## src/rtl/cpu_defs.sv

```systemverilog
// -----------------------------------------------------------------------------
// cpu_defs
// Shared definitions for the 5-stage core's memory controller.
//   ST_*     : memory controller FSM state encoding (2 bits)
//   STALL_*  : per-source stall masks, bit i stalls stage register i
//              ([0] PC, [1] IF/ID, [2] ID/EX, [3] EX/MEM, [4] MEM/WB, [5] WB)
// -----------------------------------------------------------------------------
package cpu_defs;

    typedef logic [5:0] stall_t;

    localparam logic [1:0] ST_IDLE = 2'd0;
    localparam logic [1:0] ST_IF   = 2'd1;
    localparam logic [1:0] ST_MEM  = 2'd2;

    localparam stall_t STALL_MEM  = 6'b011111;
    localparam stall_t STALL_EX   = 6'b001111;
    localparam stall_t STALL_ID   = 6'b000111;
    localparam stall_t STALL_IF   = 6'b000011;
    localparam stall_t STALL_NONE = 6'b000000;

    localparam logic [3:0] SEL_WORD = 4'hF;

endpackage

```

## src/rtl/mem_ctrl_if.sv

```systemverilog
// -----------------------------------------------------------------------------
// mem_ctrl_if
// Shared memory bus between the controller (master) and the memory (slave).
//   bus_req/bus_we/bus_addr/bus_wdata/bus_sel : registered command, master out
//   bus_ack   : completion, sampled by the master on the rising clock edge
//   bus_rdata : read data, valid together with bus_ack
// -----------------------------------------------------------------------------
interface mem_ctrl_if #(
    parameter int ADDR_W = 32,
    parameter int DATA_W = 32
);
    logic              bus_req;
    logic              bus_we;
    logic [ADDR_W-1:0] bus_addr;
    logic [DATA_W-1:0] bus_wdata;
    logic [3:0]        bus_sel;
    logic              bus_ack;
    logic [DATA_W-1:0] bus_rdata;

    modport master (
        output bus_req, bus_we, bus_addr, bus_wdata, bus_sel,
        input  bus_ack, bus_rdata
    );

    modport slave (
        input  bus_req, bus_we, bus_addr, bus_wdata, bus_sel,
        output bus_ack, bus_rdata
    );
endinterface

```

## src/rtl/mem_ctrl_stall_gen.sv

```systemverilog
// -----------------------------------------------------------------------------
// stall_gen
// Combinational stall vector: bitwise OR of the masks of every active source.
//   mem_req/mem_valid : pending load/store (masked off while its pulse is high)
//   if_req/if_valid   : pending fetch (masked off while its pulse is high)
//   stallreq_id/ex    : hazard / multi-cycle stall requests
//   stall             : 6-bit stage stall vector, bit 5 never set
// -----------------------------------------------------------------------------
module stall_gen
    import cpu_defs::*;
(
    input  logic   mem_req,
    input  logic   mem_valid,
    input  logic   if_req,
    input  logic   if_valid,
    input  logic   stallreq_id,
    input  logic   stallreq_ex,
    output stall_t stall
);

    always_comb begin
        stall = STALL_NONE;
        if (mem_req && !mem_valid) stall = stall | STALL_MEM;
        if (stallreq_ex)           stall = stall | STALL_EX;
        if (stallreq_id)           stall = stall | STALL_ID;
        if (if_req && !if_valid)   stall = stall | STALL_IF;
    end

endmodule

```

## src/rtl/mem_ctrl.sv

```systemverilog
// -----------------------------------------------------------------------------
// mem_ctrl
// Arbitrates the single memory bus between instruction fetch and load/store,
// and produces the pipeline stall vector.
//   clk, rst        : clock, asynchronous active-high reset
//   if_*            : fetch request/address in, instruction + 1-cycle valid out
//   mem_*           : load/store request in, load data + 1-cycle valid out
//   stallreq_id/ex  : stage stall requests merged into stall
//   bus             : memory bus (master side), registered command
//   stall           : stage stalls [0] PC .. [5] WB
// Load/store wins simultaneous requests. Each transaction passes through IDLE
// for at least one cycle, so a completing request (whose valid is high) is
// never relaunched by the guard below.
// -----------------------------------------------------------------------------
module mem_ctrl
    import cpu_defs::*;
#(
    parameter int ADDR_W = 32,
    parameter int DATA_W = 32
) (
    input  logic              clk,
    input  logic              rst,

    input  logic              if_req,
    input  logic [ADDR_W-1:0] if_addr,
    output logic [DATA_W-1:0] if_rdata,
    output logic              if_valid,

    input  logic              mem_req,
    input  logic              mem_we,
    input  logic [ADDR_W-1:0] mem_addr,
    input  logic [DATA_W-1:0] mem_wdata,
    input  logic [3:0]        mem_sel,
    output logic [DATA_W-1:0] mem_rdata,
    output logic              mem_valid,

    input  logic              stallreq_id,
    input  logic              stallreq_ex,

    mem_ctrl_if.master        bus,

    output stall_t            stall
);

    logic [1:0]        state_q,     state_d;
    logic              bus_req_q,   bus_req_d;
    logic              bus_we_q,    bus_we_d;
    logic [ADDR_W-1:0] bus_addr_q,  bus_addr_d;
    logic [DATA_W-1:0] bus_wdata_q, bus_wdata_d;
    logic [3:0]        bus_sel_q,   bus_sel_d;
    logic [DATA_W-1:0] if_rdata_q,  if_rdata_d;
    logic [DATA_W-1:0] mem_rdata_q, mem_rdata_d;
    logic              if_valid_q,  if_valid_d;
    logic              mem_valid_q, mem_valid_d;

    always_comb begin
        state_d     = state_q;
        bus_req_d   = bus_req_q;
        bus_we_d    = bus_we_q;
        bus_addr_d  = bus_addr_q;
        bus_wdata_d = bus_wdata_q;
        bus_sel_d   = bus_sel_q;
        if_rdata_d  = if_rdata_q;
        mem_rdata_d = mem_rdata_q;
        // valids are single-cycle pulses
        if_valid_d  = 1'b0;
        mem_valid_d = 1'b0;

        case (state_q)
            ST_IDLE: begin
                if (mem_req && !mem_valid_q) begin
                    state_d     = ST_MEM;
                    bus_req_d   = 1'b1;
                    bus_we_d    = mem_we;
                    bus_addr_d  = mem_addr;
                    bus_wdata_d = mem_wdata;
                    bus_sel_d   = mem_sel;
                end else if (if_req && !if_valid_q) begin
                    state_d     = ST_IF;
                    bus_req_d   = 1'b1;
                    bus_we_d    = 1'b0;
                    bus_addr_d  = if_addr;
                    bus_sel_d   = SEL_WORD;
                end
            end
            ST_IF: begin
                if (bus.bus_ack) begin
                    state_d    = ST_IDLE;
                    bus_req_d  = 1'b0;
                    if_rdata_d = bus.bus_rdata;
                    if_valid_d = 1'b1;
                end
            end
            ST_MEM: begin
                // captured on stores too; the value is meaningless there
                if (bus.bus_ack) begin
                    state_d     = ST_IDLE;
                    bus_req_d   = 1'b0;
                    mem_rdata_d = bus.bus_rdata;
                    mem_valid_d = 1'b1;
                end
            end
            default: begin
                state_d   = ST_IDLE;
                bus_req_d = 1'b0;
            end
        endcase
    end

    always_ff @(posedge clk or posedge rst) begin
        if (rst) begin
            state_q     <= ST_IDLE;
            bus_req_q   <= 1'b0;
            bus_we_q    <= 1'b0;
            bus_addr_q  <= '0;
            bus_wdata_q <= '0;
            bus_sel_q   <= 4'h0;
            if_rdata_q  <= '0;
            mem_rdata_q <= '0;
            if_valid_q  <= 1'b0;
            mem_valid_q <= 1'b0;
        end else begin
            state_q     <= state_d;
            bus_req_q   <= bus_req_d;
            bus_we_q    <= bus_we_d;
            bus_addr_q  <= bus_addr_d;
            bus_wdata_q <= bus_wdata_d;
            bus_sel_q   <= bus_sel_d;
            if_rdata_q  <= if_rdata_d;
            mem_rdata_q <= mem_rdata_d;
            if_valid_q  <= if_valid_d;
            mem_valid_q <= mem_valid_d;
        end
    end

    assign bus.bus_req   = bus_req_q;
    assign bus.bus_we    = bus_we_q;
    assign bus.bus_addr  = bus_addr_q;
    assign bus.bus_wdata = bus_wdata_q;
    assign bus.bus_sel   = bus_sel_q;

    assign if_rdata  = if_rdata_q;
    assign if_valid  = if_valid_q;
    assign mem_rdata = mem_rdata_q;
    assign mem_valid = mem_valid_q;

    stall_gen u_stall_gen (
        .mem_req     (mem_req),
        .mem_valid   (mem_valid_q),
        .if_req      (if_req),
        .if_valid    (if_valid_q),
        .stallreq_id (stallreq_id),
        .stallreq_ex (stallreq_ex),
        .stall       (stall)
    );

endmodule

```

## src/flat_wrapper.sv

```systemverilog
// flat-port wrapper written by rule: the top's interface ports become plain ports
module mem_ctrl_flat import cpu_defs::*;
#(
    parameter int ADDR_W = 32,
    parameter int DATA_W = 32
)
  (clk, rst, if_req, if_addr, if_rdata, if_valid, mem_req, mem_we, mem_addr, mem_wdata, mem_sel, mem_rdata, mem_valid, stallreq_id, stallreq_ex, stall, bus_bus_req, bus_bus_we, bus_bus_addr, bus_bus_wdata, bus_bus_sel, bus_bus_ack, bus_bus_rdata);
  mem_ctrl_if #(.ADDR_W(ADDR_W), .DATA_W(DATA_W)) bus_i ();
  input  logic clk;
  input  logic rst;
  input  logic if_req;
  input  logic [ADDR_W-1:0] if_addr;
  output logic [DATA_W-1:0] if_rdata;
  output logic if_valid;
  input  logic mem_req;
  input  logic mem_we;
  input  logic [ADDR_W-1:0] mem_addr;
  input  logic [DATA_W-1:0] mem_wdata;
  input  logic [3:0] mem_sel;
  output logic [DATA_W-1:0] mem_rdata;
  output logic mem_valid;
  input  logic stallreq_id;
  input  logic stallreq_ex;
  output stall_t stall;
  output wire logic [$bits(bus_i.bus_req)-1:0] bus_bus_req;
  output wire logic [$bits(bus_i.bus_we)-1:0] bus_bus_we;
  output wire logic [$bits(bus_i.bus_addr)-1:0] bus_bus_addr;
  output wire logic [$bits(bus_i.bus_wdata)-1:0] bus_bus_wdata;
  output wire logic [$bits(bus_i.bus_sel)-1:0] bus_bus_sel;
  input wire logic [$bits(bus_i.bus_ack)-1:0] bus_bus_ack;
  input wire logic [$bits(bus_i.bus_rdata)-1:0] bus_bus_rdata;
  assign bus_bus_req = bus_i.bus_req;
  assign bus_bus_we = bus_i.bus_we;
  assign bus_bus_addr = bus_i.bus_addr;
  assign bus_bus_wdata = bus_i.bus_wdata;
  assign bus_bus_sel = bus_i.bus_sel;
  assign bus_i.bus_ack = bus_bus_ack;
  assign bus_i.bus_rdata = bus_bus_rdata;
  mem_ctrl #(.ADDR_W(ADDR_W), .DATA_W(DATA_W)) u_core (.clk(clk), .rst(rst), .if_req(if_req), .if_addr(if_addr), .if_rdata(if_rdata), .if_valid(if_valid), .mem_req(mem_req), .mem_we(mem_we), .mem_addr(mem_addr), .mem_wdata(mem_wdata), .mem_sel(mem_sel), .mem_rdata(mem_rdata), .mem_valid(mem_valid), .stallreq_id(stallreq_id), .stallreq_ex(stallreq_ex), .bus(bus_i), .stall(stall));
endmodule
```

## config.mk

```make
export PLATFORM = sky130hd
export DESIGN_NAME = mem_ctrl_flat
export DESIGN_NICKNAME = d
export VERILOG_FILES = /design/src/rtl/cpu_defs.sv /design/src/rtl/mem_ctrl_if.sv /design/src/rtl/mem_ctrl_stall_gen.sv /design/src/rtl/mem_ctrl.sv /design/src/flat_wrapper.sv
export SDC_FILE = /design/constraint.sdc
export NUM_CORES = 1
export LEC_CHECK = 0
export CAP_MARGIN = 0
export CORE_UTILIZATION = 35
export DETAILED_ROUTE_END_ITERATION = 10
export PLACE_DENSITY_LB_ADDON = 0.08
export SLEW_MARGIN = 10
export SYNTH_ARGS = -nofsm -noshare
export SYNTH_HDL_FRONTEND = slang
export SYNTH_SLANG_ARGS = --single-unit
export TNS_END_PERCENT = 100
```

## constraint.sdc

```tcl
create_clock -name clk -period 5.5 [get_ports clk]
set_input_delay 1.1 -clock clk [delete_from_list [all_inputs] [get_ports clk]]
set_output_delay 1.1 -clock clk [all_outputs]
set_load 0.01 [all_outputs]
```

==> results.toml, run 1 <==
[clock_tree]
cts_bufs_inserted = 17
postCtsSetupRepairBufs = 0
cts.hold.buffers_added = 0
tritoncts = "built"
clk-insertion-delay-late_ns = 0.41
cts-resized-gates = 0
htreeDepth = 4
cts.root.buffer_cell = "sky130_fd_sc_hd__clkbuf_16"
cts.reportedPaths.clkPinSlew_ns = 0.05
numClockSinks = 138
clock_path_buffers = 2

[timing]
post-route-min-period_ns = 4.25
worst_relative_slew_slack = 0.216
hold_viol = 0
finalHoldWorstSlack_ns = 0.486
final_setup_fails = 0
timing_worst_slew_pin_value_ns = 1.17
fmax_mhz = 235
finalSetupTns_ns = 0
rsz0062_at_grt = "false"
slew_violations = 0
timing.final.crit_share = 0.773
skew_ns = 0.00361

[floorplan]
floorplan.die_area_mm2 = 0.0169
die_width_um = 130
fp.dieH_um = 130
io-pin-count = 282
core_area_mm2 = 0.0159
placement_rows = 46
initial_core_util = 0.360

[critical_path]
number_of_buffer_and_inverter_instances_along_the_worst_setup_path = 3
crit_type = "in2out"
internal_reg_to_reg_setup_slack_ns = 2.83
cp-end-kind = "output port"
regToRegEndpoint = "u_core.bus.bus_addr[10]$_DFFE_PP0P_"
timing.critical_path.mode_cell = "sky130_fd_sc_hd__clkdlybuf4s50_1"
critical_path.top_delay_family = "buffers and inverters"
worst_reg2reg_startpoint = "u_core.mem_valid$_DFF_PP0_"
cp.depth = 6
reg2regPathDepth = 4
critPathSlowestCell = "sky130_fd_sc_hd__clkdlybuf4s50_1"
setup.worst_path.end = "stall[1]"
path_cells = "clkdlybuf4s50_1 -> nand2b_4 -> clkinv_2 -> or3_1 -> nand2b_1 -> clkdlybuf4s50_1"
timing.critical_path.fanout_max = 37
arrival_ns = 3.15
cpPeakStageDelay_ns = 0.49
required_ns = 4.40
startpoint = "mem_req"
setup.worst_path.start_class = "primary input"

[synthesis]
ys_seq_elements = 138
number_of_flops_mapped_to_enable_cells_by_yosys = 0
synthArstFlopShare = 1.00
synthesis.instances = 351
synthesis.yosys.warnings = 0
synth_area_per_cell_um2 = 16.4
ys.flop_type = "sky130_fd_sc_hd__dfrtp_1"
synth_cell_type_count = 24
synth_fp_nets = 494
syn-cell-area_mm2 = 0.00574
seq_area_frac_synth = 0.601

[placed_design]
placed_cell_area_mm2 = 0.00869
dp_hpwl_um = 10900
portBuffers = 280
gpl_wtd_cong = 0.713

[drt]
wl_um = 14900
drt_first_iter_violations = 117
firstDrtPassIters = 4
dr_total_vias = 3938
route.antenna.remaining_nets = 0
route.detailed.vias_per_inst = 4.56
drt-wirelength-per-cell_um = 17.3
remaining_drc_errors = 0

[job]
max_cap_violations = 0

[global_route]
global_route_wire_length_before_repair_um = 22200
grt_antenna_before_repair = 0
grt_pass1_vias = 4135
global_route.usage.total = 0.178
overflow = 0
grt_start_max_net_pins = 115

[final_layout]
areaGrowthSynthToFinish_pct = 61.7
layout.cells.most_common_list = "sky130_fd_sc_hd__clkdlybuf4s50_1, sky130_fd_sc_hd__dfrtp_1, sky130_fd_sc_hd__mux2_2"
antenna_cells_inserted = 0
most_common_cell_after_layout_fill_and_taps_aside = "sky130_fd_sc_hd__clkdlybuf4s50_1"
postLayoutCellArea_mm2 = 0.00929
finalNetCount = 778
final.fill_count = 1285
final_layout_size_suffix_gt1_frac = 0.286

[power]
powerDensity_mw_per_mm2 = 577
power.leakage_nw = 3.92
worst_ir_drop_vdd_uv = 277

[worst_hold_path]
worst_hold_startpoint = "u_core.bus.bus_sel[3]$_DFFE_PP0P_"
worst_hold_path_type = "reg2reg"

[run_status]
result_of_the_run = "finished, final reports clean"
## synthesized netlist by cell type (2+ instances only)
master / number / share of area
sky130_fd_sc_hd__buf_2: 6 / 0.0052
sky130_fd_sc_hd__inv_1: 6 / 0.0039
sky130_fd_sc_hd__nand2b_1: 3 / 0.0033
sky130_fd_sc_hd__mux2_4: 25 / 0.065
sky130_fd_sc_hd__nand2_1: 2 / 0.0013
sky130_fd_sc_hd__buf_8: 2 / 0.0052
sky130_fd_sc_hd__o22a_1: 5 / 0.0076
sky130_fd_sc_hd__dfrtp_1: 138 / 0.60
sky130_fd_sc_hd__nor2b_1: 2 / 0.0022
sky130_fd_sc_hd__a21oi_1: 3 / 0.0026
sky130_fd_sc_hd__buf_4: 4 / 0.0052
sky130_fd_sc_hd__mux2_2: 123 / 0.24
sky130_fd_sc_hd__ha_1: 3 / 0.0065
sky130_fd_sc_hd__buf_6: 7 / 0.014
sky130_fd_sc_hd__mux2_1: 12 / 0.024
sky130_fd_sc_hd__o21ai_0: 2 / 0.0017
## how the worst min path moves through the flow
stage / cells past startpoint / end
after global routing: 1 / u_core.bus.bus_wdata[9]$_DFFE_PP0P_
final: 1 / u_core.bus.bus_sel[3]$_DFFE_PP0P_
after floorplan: 2 / u_core.state_q[1]$_DFFE_PP0P_
after global placement: 1 / u_core.bus.bus_sel[2]$_DFFE_PP0P_
after CTS: 1 / u_core.bus.bus_sel[3]$_DFFE_PP0P_
after detailed placement: 1 / u_core.bus.bus_sel[3]$_DFFE_PP0P_
## state kept, by name, summed over array words and instances (netlist names)
signal,count
u_core.if_rdata,32
u_core.mem_valid,1
u_core.mem_rdata,32
u_core.bus.bus_we,1
u_core.state_q,2
u_core.bus.bus_sel,4
u_core.bus.bus_addr,32
u_core.bus.bus_wdata,32
u_core.bus.bus_req,1
u_core.if_valid,1
## through the flow
step / total power (W) / std cells / setup WS (ns) / util
after floorplan: 0.00294 / 351 / 0.704 / -
after global placement: 0.00421 / 832 / 1.28 / 0.545
after detailed placement: 0.00426 / 832 / 1.25 / 0.545
after CTS: 0.00545 / 863 / 1.24 / 0.583
after global routing: 0.00566 / 863 / 1.16 / 0.583
final: 0.00536 / 863 / 1.25 / 0.583
## where the power goes
group	internal (W)	leakage (nW)	switching, W	total (W)
clock network	0.000743	0.293	0.000404	0.00115
logic	0.00154	1.99	0.000894	0.00243
registers	0.00153	1.63	0.000256	0.00179
total	0.00381	3.92	0.00155	0.00536
## routing by layer
metal | global-route usage | vias up | wire (µm)
met5 | 0 | - | 0
met2 | 0.299 | 175 | 7400
li1 | - | 1804 | -
met1 | 0.199 | 1941 | 5760
met4 | 0.0773 | 0 | 281
met3 | 0.0726 | 18 | 1500
## area by class of cell
type	count	area (µm²)	share of cell area
Clock buffer	23	478	0.0514
Sequential cell	138	3450	0.372
Multi-Input combinational cell	187	2110	0.227
Inverter	7	32.5	0.00350
Timing Repair Buffer	284	2830	0.305
Tap cell	216	270	0.0291
Clock inverter	8	118	0.0127
## logic make-up after synthesis
kind of cell | count (synthesis) | synth area share
buffers and inverters | 26 | 0.0342
muxes | 160 | 0.330
and+or+nand+nor | 11 | 0.0131
AOI/OAI and AO/OA | 12 | 0.0144
adders and majority gates | 3 | 0.00654
DFF | 138 | 0.601
other | 1 | 0.000653
## worst register-to-register path, stage by stage (launching register included)
cell and delay, ns:
sky130_fd_sc_hd__dfrtp_1 0.43, sky130_fd_sc_hd__nand2b_4 0.40, sky130_fd_sc_hd__a21boi_4 1.03, sky130_fd_sc_hd__buf_4 0.38, sky130_fd_sc_hd__mux2_4 0.32
Power figures use the tool's default switching activity.
==> run 2: changes to the inputs <==
clock period = 4.12 ns   (was 5.5 ns; I/O delays follow)
==> run 2 against run 1 <==
  * Non-clock buffer count is 1 higher
  * Clock power is 30% higher
  * Largest cell class unchanged
  * Worst setup slack worse by 0.43 ns
  * Critical endpoint is now stall[0]
==> results.toml, run 2 (synthesis results as in run 1) <==
[run_status]
result_of_the_run = "finished, final reports clean"

[power]
powerDensity_mw_per_mm2 = 765
power.leakage_nw = 3.93
worst_ir_drop_vdd_uv = 395
p_total_w = 0.00713

[timing]
timing.final.crit_share = 0.800
final_setup_fails = 0
post-route-min-period_ns = 3.30
skew_ns = 0.00435
fmax_mhz = 303
hold_viol = 0
setup_ws_ns = 0.824
finalSetupTns_ns = 0
timing_worst_slew_pin_value_ns = 0.841
finalHoldWorstSlack_ns = 0.483
worst_relative_slew_slack = 0.438
rsz0062_at_grt = "false"
slew_violations = 0

[clock_tree]
cts.reportedPaths.clkPinSlew_ns = 0.06
numClockSinks = 138
cts-resized-gates = 0
clk-insertion-delay-late_ns = 0.40
clock_path_buffers = 2
tritoncts = "built"
cts.hold.buffers_added = 0
cts.root.buffer_cell = "sky130_fd_sc_hd__clkbuf_16"
postCtsSetupRepairBufs = 0
htreeDepth = 4
cts_bufs_inserted = 17

[final_layout]
most_common_cell_after_layout_fill_and_taps_aside = "sky130_fd_sc_hd__clkdlybuf4s50_1"
finalNetCount = 779
multiInputGateArea_mm2 = 0.00211
final.fill_count = 1309
areaGrowthSynthToFinish_pct = 62.4
storage_cell_area_mm2 = 0.00345
postLayoutCellArea_mm2 = 0.00933
final_layout_size_suffix_gt1_frac = 0.291
layout.cells.most_common_list = "sky130_fd_sc_hd__clkdlybuf4s50_1, sky130_fd_sc_hd__dfrtp_1, sky130_fd_sc_hd__mux2_2"
antenna_cells_inserted = 0

[worst_hold_path]
worst_hold_path_type = "reg2reg"
holdPathEnd = "u_core.bus.bus_req$_DFFE_PP0P_"
worst_hold_path.num_cells = 1
worst_hold_startpoint = "u_core.bus.bus_req$_DFFE_PP0P_"

[floorplan]
die_width_um = 130
io-pin-count = 282
core_area_mm2 = 0.0159
initial_core_util = 0.360
fp.dieH_um = 130
floorplan.die_area_mm2 = 0.0169
placement_rows = 46

[drt]
wl_um = 14900
dr_wl_met2_um = 7440
drt-wirelength-per-cell_um = 17.2
route.detailed.vias_per_inst = 4.52
highest_layer_used_for_signal_routing = "met4"
remaining_drc_errors = 0
firstDrtPassIters = 4
routedLengthMet1_um = 5780
drt_first_iter_violations = 73
dr_total_vias = 3906
route.antenna.remaining_nets = 0
dr_wl_met3_um = 1510

[global_route]
grt_antenna_before_repair = 0
grt_start_max_net_pins = 120
global_route_wire_length_before_repair_um = 22100
overflow = 0
grt_pass1_vias = 4117
global_route.usage.total = 0.175

[critical_path]
critPathSlowestCell = "sky130_fd_sc_hd__clkdlybuf4s50_1"
path_cells = "clkdlybuf4s50_1 -> nand2b_4 -> clkinv_2 -> or3_1 -> nand2b_1 -> clkdlybuf4s50_1"
crit_type = "in2out"
timing.critical_path.mode_cell = "sky130_fd_sc_hd__clkdlybuf4s50_1"
worst_reg2reg_startpoint = "u_core.state_q[0]$_DFFE_PP0P_"
required_ns = 3.30
timing.critical_path.fanout_max = 4
number_of_buffer_and_inverter_instances_along_the_worst_setup_path = 3
reg2regPathDepth = 5
cp-end-kind = "output port"
critical_path.top_delay_family = "buffers and inverters"
startpoint = "mem_req"
setup.worst_path.start_class = "primary input"
arrival_ns = 2.47
cpPeakStageDelay_ns = 0.49
internal_reg_to_reg_setup_slack_ns = 1.93
regToRegEndpoint = "u_core.bus.bus_addr[28]$_DFFE_PP0P_"

[placed_design]
gpl_wtd_cong = 0.710
portBuffers = 280
dpl_worst_slack_ns = 0.824
placed_cell_area_mm2 = 0.00874
dp_hpwl_um = 11000

[job]
max_cap_violations = 0
run 2: how the worst max path moves through the flow:
stage | cells past startpoint | slack, ns | endpoint
after floorplan | 6 | 1.43 | stall[1]
after global placement | 6 | 0.84 | stall[0]
after detailed placement | 6 | 0.82 | stall[0]
after CTS | 6 | 0.82 | stall[0]
after global routing | 6 | 0.77 | stall[0]
final | 6 | 0.82 | stall[0]
run 2: per-layer routing:
layer | GRT usage | vias to the layer above
met1 | 0.198 | 1916
met3 | 0.0750 | 14
met2 | 0.297 | 166
met4 | 0.0588 | 0
met5 | 0 | -
li1 | - | 1810
run 2: cell type report:
cell class,instances,area share
tap,216,0.0290
clock inverter,11,0.0129
sequential,138,0.370
inverter,7,0.00335
multi-input combinational,187,0.226
clock buffer,21,0.0504
timing repair buffer,285,0.308
run 2: stage by stage:
stage,std cells,util
6_report,865,0.585
5_1_grt,865,0.585
4_1_cts,865,0.585
3_5_place_dp,833,0.548
3_3_place_gp,833,0.548
2_1_floorplan,351,-
run 2: worst register-to-register path, cell delays in order, from the launching register on:
cell and delay [ns]:
sky130_fd_sc_hd__dfrtp_1 0.39, sky130_fd_sc_hd__inv_1 0.10, sky130_fd_sc_hd__ha_1 0.31, sky130_fd_sc_hd__a21boi_4 0.35
sky130_fd_sc_hd__buf_4 0.51, sky130_fd_sc_hd__mux2_2 0.42
run 2: where the power goes:
group | total, W | internal (W) | switching (W)
Clock | 0.00149 | 0.000936 | 0.000557
Combinational | 0.00326 | 0.00206 | 0.00120
Sequential | 0.00238 | 0.00204 | 0.000339
